`src/rtl/arb_barramento.sv`:
```
// Four-requester round-robin bus arbiter with a registered word handoff toward a single consumer.
// A grant is aborted if the consumer does not read within TIMEOUT cycles.
module arb_barramento #(
    parameter int unsigned DW      = 8,
    parameter int unsigned TIMEOUT = 16
) (
    input  logic            clk,
    input  logic            reset,
    input  logic [3:0]      req_valid,
    input  logic [4*DW-1:0] req_data,
    output logic [3:0]      req_ack,
    output logic [3:0]      grant,
    output logic            bus_valid,
    output logic [DW-1:0]   bus_data,
    input  logic            bus_read,
    output logic            timeout_err,
    output logic [15:0]     xfer_count
);
    localparam int unsigned NREQ = 4;
    localparam int unsigned TW   = 8;
    localparam int unsigned CW   = 16;

    localparam logic [1:0] IDLE    = 2'd0;
    localparam logic [1:0] GRANT   = 2'd1;
    localparam logic [1:0] HOLD    = 2'd2;
    localparam logic [1:0] RELEASE = 2'd3;

    localparam logic [TW-1:0] TIMER_LAST = TW'(TIMEOUT - 1);

    logic [1:0]    state, state_nxt;
    logic [TW-1:0] timer, timer_nxt;
    logic [1:0]    last_winner, last_winner_nxt;
    logic [3:0]    grant_nxt, req_ack_nxt;
    logic          bus_valid_nxt, timeout_err_nxt;
    logic [DW-1:0] bus_data_nxt;
    logic [CW-1:0] xfer_count_nxt;

    logic          found_c;
    logic [1:0]    pick_c;
    logic [DW-1:0] word_c;

    // Round-robin search starting just after the previous winner
    always_comb begin
        found_c = 1'b0;
        pick_c  = last_winner;
        for (int unsigned i = 1; i <= NREQ; i++) begin
            if (!found_c && req_valid[last_winner + 2'(i)]) begin
                found_c = 1'b1;
                pick_c  = last_winner + 2'(i);
            end
        end
        word_c = req_data[32'(pick_c) * DW +: DW];
    end

    // Next-state and registered-output logic
    always_comb begin
        state_nxt       = state;
        timer_nxt       = timer;
        last_winner_nxt = last_winner;
        grant_nxt       = grant;
        bus_valid_nxt   = bus_valid;
        bus_data_nxt    = bus_data;
        req_ack_nxt     = '0;
        timeout_err_nxt = 1'b0;
        xfer_count_nxt  = xfer_count;
        case (state)
            IDLE: begin
                if (found_c) begin
                    state_nxt       = GRANT;
                    grant_nxt       = 4'(1) << pick_c;
                    bus_valid_nxt   = 1'b1;
                    bus_data_nxt    = word_c;
                    timer_nxt       = '0;
                    last_winner_nxt = pick_c;
                end
            end
            GRANT: begin
                if (bus_read) begin
                    state_nxt = HOLD;
                end else if (timer == TIMER_LAST) begin
                    state_nxt       = RELEASE;
                    bus_valid_nxt   = 1'b0;
                    grant_nxt       = '0;
                    timeout_err_nxt = 1'b1;
                end else begin
                    timer_nxt = timer + TW'(1);
                end
            end
            HOLD: begin
                if (!bus_read) begin
                    state_nxt      = RELEASE;
                    bus_valid_nxt  = 1'b0;
                    grant_nxt      = '0;
                    req_ack_nxt    = grant;
                    xfer_count_nxt = xfer_count + CW'(1);
                end
            end
            RELEASE: begin
                state_nxt = IDLE;
            end
            default: begin
                state_nxt = IDLE;
            end
        endcase
    end

    always_ff @(posedge clk) begin
        if (reset) begin
            state       <= IDLE;
            timer       <= '0;
            last_winner <= 2'd3;
            grant       <= '0;
            bus_valid   <= 1'b0;
            bus_data    <= '0;
            req_ack     <= '0;
            timeout_err <= 1'b0;
            xfer_count  <= '0;
        end else begin
            state       <= state_nxt;
            timer       <= timer_nxt;
            last_winner <= last_winner_nxt;
            grant       <= grant_nxt;
            bus_valid   <= bus_valid_nxt;
            bus_data    <= bus_data_nxt;
            req_ack     <= req_ack_nxt;
            timeout_err <= timeout_err_nxt;
            xfer_count  <= xfer_count_nxt;
        end
    end
endmodule

```
`config.mk`:
```
export PLATFORM = sky130hd
export DESIGN_NAME = arb_barramento
export DESIGN_NICKNAME = d
export VERILOG_FILES = /design/src/rtl/arb_barramento.sv
export SDC_FILE = /design/constraint.sdc
export NUM_CORES = 1
export LEC_CHECK = 0
export ABC_AREA = 1
export CAP_MARGIN = 20
export CORE_UTILIZATION = 52
export DETAILED_ROUTE_END_ITERATION = 10
export GPL_TIMING_DRIVEN = 0
export PLACE_DENSITY = 0.89
export SLEW_MARGIN = 20
export SYNTH_ARGS = -nofsm -noshare
export SYNTH_HDL_FRONTEND = slang
export SYNTH_SLANG_ARGS = --single-unit
```
`constraint.sdc`:
```
create_clock -name clk -period 4.6 [get_ports clk]
set_clock_uncertainty 0.1 [all_clocks]
set_input_delay 0.46 -clock clk [delete_from_list [all_inputs] [get_ports clk]]
set_output_delay 0.46 -clock clk [all_outputs]
set_load 0.005 [all_outputs]
```
==> flow_summary.ini <==
[run_status]
status = completed

[placement]
routabilityCongestion = 0.842
dpl.hpwl_mm = 4.93
pre_cts_ws_ps = 2160
io_buffers = 71

[grt]
overflow = 0
grt_pass1_vias = 2491
antenna_found_initial = 0
grt_max_degree = 15
grtUsageTotal_pct = 26.2
grt_pass1_wl_mm = 11.0

[min_path]
min_from = grant[2]
hold_class = reg -> reg

[floorplanning]
num_io_pins = 73
rows = 25
fp.dieH_um = 72.5
coreArea_um2 = 4750
die_x_um = 72.5
die-area_um2 = 5260
start_util_pct = 54.4

[detailed_routing]
viasPerCell = 5.13
dr_total_vias = 2783
drc = 0
postRouteAntennaNets = 0
dr.pass1.iters = 6
wl_per_cell_um = 12.3
drt-initial-drc-count = 174
wl_mm = 6.68

[critical_path]
worstSetupEndpointType = flop
critPathMaxStageDelay_ps = 510
endpoint = bus_data[0]
worstSetupStartpoint = req_valid[2]
cp.arrival_ps = 2220
critical_path.n_buffers_inverters = 3
cp.depth = 12
critPathTopFamily = buffers and inverters
rr_worst_depth = 9
crit_chain = clkdlybuf4s50_1 > nand2_1 > nand3_1 > nand2_2 > o21ai_0 > nand3_1 > nand2_1 > clkinv_1 > nand2_1 > nand3_1 > nand2_1 > inv_1
required_ps = 4710
crit_type = in -> reg
cp_common_cell = nand2_1
r2r-start = state[1]
start_kind = input pin
rrSetupSlack_ps = 2510
cpMaxStageDelayCell = clkdlybuf4s50_1
crit_fanout = 10
rr_endpoint = timer[2]

[clock_network]
htreeDepth = 2
cts.path.max_buffers = 2
postCtsSetupBuffers = 0
cts_tree = built
ctsHoldBuffers = 0
clockRootBuffer = clkbuf_8
clk_pin_slew_worst_paths_ps = 100
cts_sinks = 46
insertion_delay_ps = 310
cts_buffers = 5
ctsResizeCount = 0

[timing]
finalSetupTns_ps = 0
min_period_ps = 2110
max_freq_mhz = 473
tightestPinTransition_ps = 485
rsz0062_at_grt = false
setup_ws_ps = 2490
final_max_slew_viol_count = 0
finalCritPeriodShare_pct = 45.9
finalHoldViolations = 0
relSlewSlack_pct = 67.6
finalSetupViolCount = 0

[yosys]
syn-num-nets = 440
synth_area_leaders = dfxtp_1 36%, nand2_1 13%, nand3_1 13%
synth_seq_cells = 46
netlist_instances = 396
synth_top_area_share_pct = 35.6
yosysTopAreaCell = dfxtp_1
synth_seq_area_share_pct = 35.6
yosysWarnings = 0
syn_area_um2 = 2590
post_synth.cell_area_avg_um2 = 6.53
yosysUniqueCellTypes = 30

[cells_and_area]
drive_above_1_share_pct = 7.16
fillers = 412
nets = 518
multiInputGateArea_um2 = 1430
areaGrowthSynthToFinish_pct = 35.0
antennaDiodeCount = 0
seqCellArea_um2 = 921

[pwr]
leakage_uw = 0.00155
vdd_ir_drop_max_mv = 0.359
p_per_area_nw_per_um2 = 567

[run]
drv_cap = 0
-- worst register-to-register path, cell delays in order (launching register included) --
cell and delay (ps):
dfxtp_1 350, inv_1 110, ha_1 320, nor2_1 90, a21oi_1 260, nand3_2 230
o21ai_2 250, inv_1 130, o21ai_1 90, nor2_1 50
-- power by group --
group	total (µW)	leakage, µW	switching (µW)	internal [µW]
registers	515	0.000374	48.9	466
clock network	303	0.0000514	141	162
logic	1160	0.00112	717	445
total	1980	0.00155	907	1070
-- metrics by stage --
stage	instance area [µm²]	cells	total power (µW)	hold WS (ps)	utilization, %
after global routing	3490	542	2150	371	73.4
after detailed placement	3380	534	1660	338	71.1
after floorplan	2590	396	1350	338	-
after CTS	3490	542	1970	344	73.4
after global placement	3380	534	1630	333	71.1
final	3490	542	1980	332	73.4
-- registers in the layout (all words and copies together), names as in the netlist, 2 cells and up --
signal       cells
bus_data         8
grant            4
last_winner      2
req_ack          4
state            2
timer            8
xfer_count      16
-- cells in the mapped netlist --
cell       n
o21ai_2    1
or2_2      1
nor2_1    58
nor3_1     5
inv_2      4
nand2_2    7
a211oi_1   1
a21oi_1   20
inv_1     38
clkinv_1   1
nand3_2    3
o21a_1     2
o21ai_1    1
nand2_4    2
nand4_2    1
clkbuf_1   4
nand3_1   66
ha_1       5
o31ai_1    2
buf_2      3
buf_6      3
dfxtp_1   46
nand2_1   93
xnor2_1    2
nand4_1    7
nor2_2     1
xor2_1     6
a31oi_1    1
buf_4      1
o21ai_0   11
-- cell families after synthesis --
family / count (synthesis) / share of synthesized area (%)
AND/OR/NAND/NOR: 244 / 42.0
flip-flops: 46 / 35.6
adder cells (fa/ha/maj): 5 / 2.42
XOR/XNOR: 8 / 2.71
buffers and inverters: 54 / 9.00
AO/OA/AOI/OAI: 39 / 8.22
-- layer usage --
layer	wire length [µm]	vias to the layer above	GRT usage (%)
met1	2970	1251	33.5
met4	70	0	7.41
met2	3300	82	45.6
met3	338	9	4.31
met5	0	-	0
li1	-	1441	-
-- area by class of cell --
type                    count  area share (%)
well taps                  67            2.40
repair buffers             71            20.4
clock inverters             2            1.08
inverters                  43            4.62
flip-flops and latches     46            26.4
clock buffers               6            2.08
multi-input cells         296            41.0
plain buffers              11            2.04
-- cell usage in the layout, fill, tap and decap left out, drive strengths merged, types with 2 or more instances in the layout --
| cell | instances |
|---|---|
| nor2 | 59 |
| o21a | 2 |
| o31ai | 2 |
| xnor2 | 2 |
| nand3 | 69 |
| o21ai | 13 |
| xor2 | 6 |
| clkdlybuf4s50 | 71 |
| a21oi | 20 |
| clkbuf | 10 |
| nand2 | 102 |
| nand4 | 8 |
| inv | 42 |
| ha | 5 |
| dfxtp | 46 |
| nor3 | 5 |
| buf | 7 |
-- how the worst min path moves through the flow --
stage                 end  depth (start not counted)
2_1_floorplan  req_ack[0]                          2
3_3_place_gp   req_ack[2]                          2
3_5_place_dp   req_ack[2]                          2
4_1_cts        req_ack[2]                          2
5_1_grt        req_ack[2]                          2
6_report       req_ack[2]                          2
Note: power is estimated with default switching activity, not from simulation.
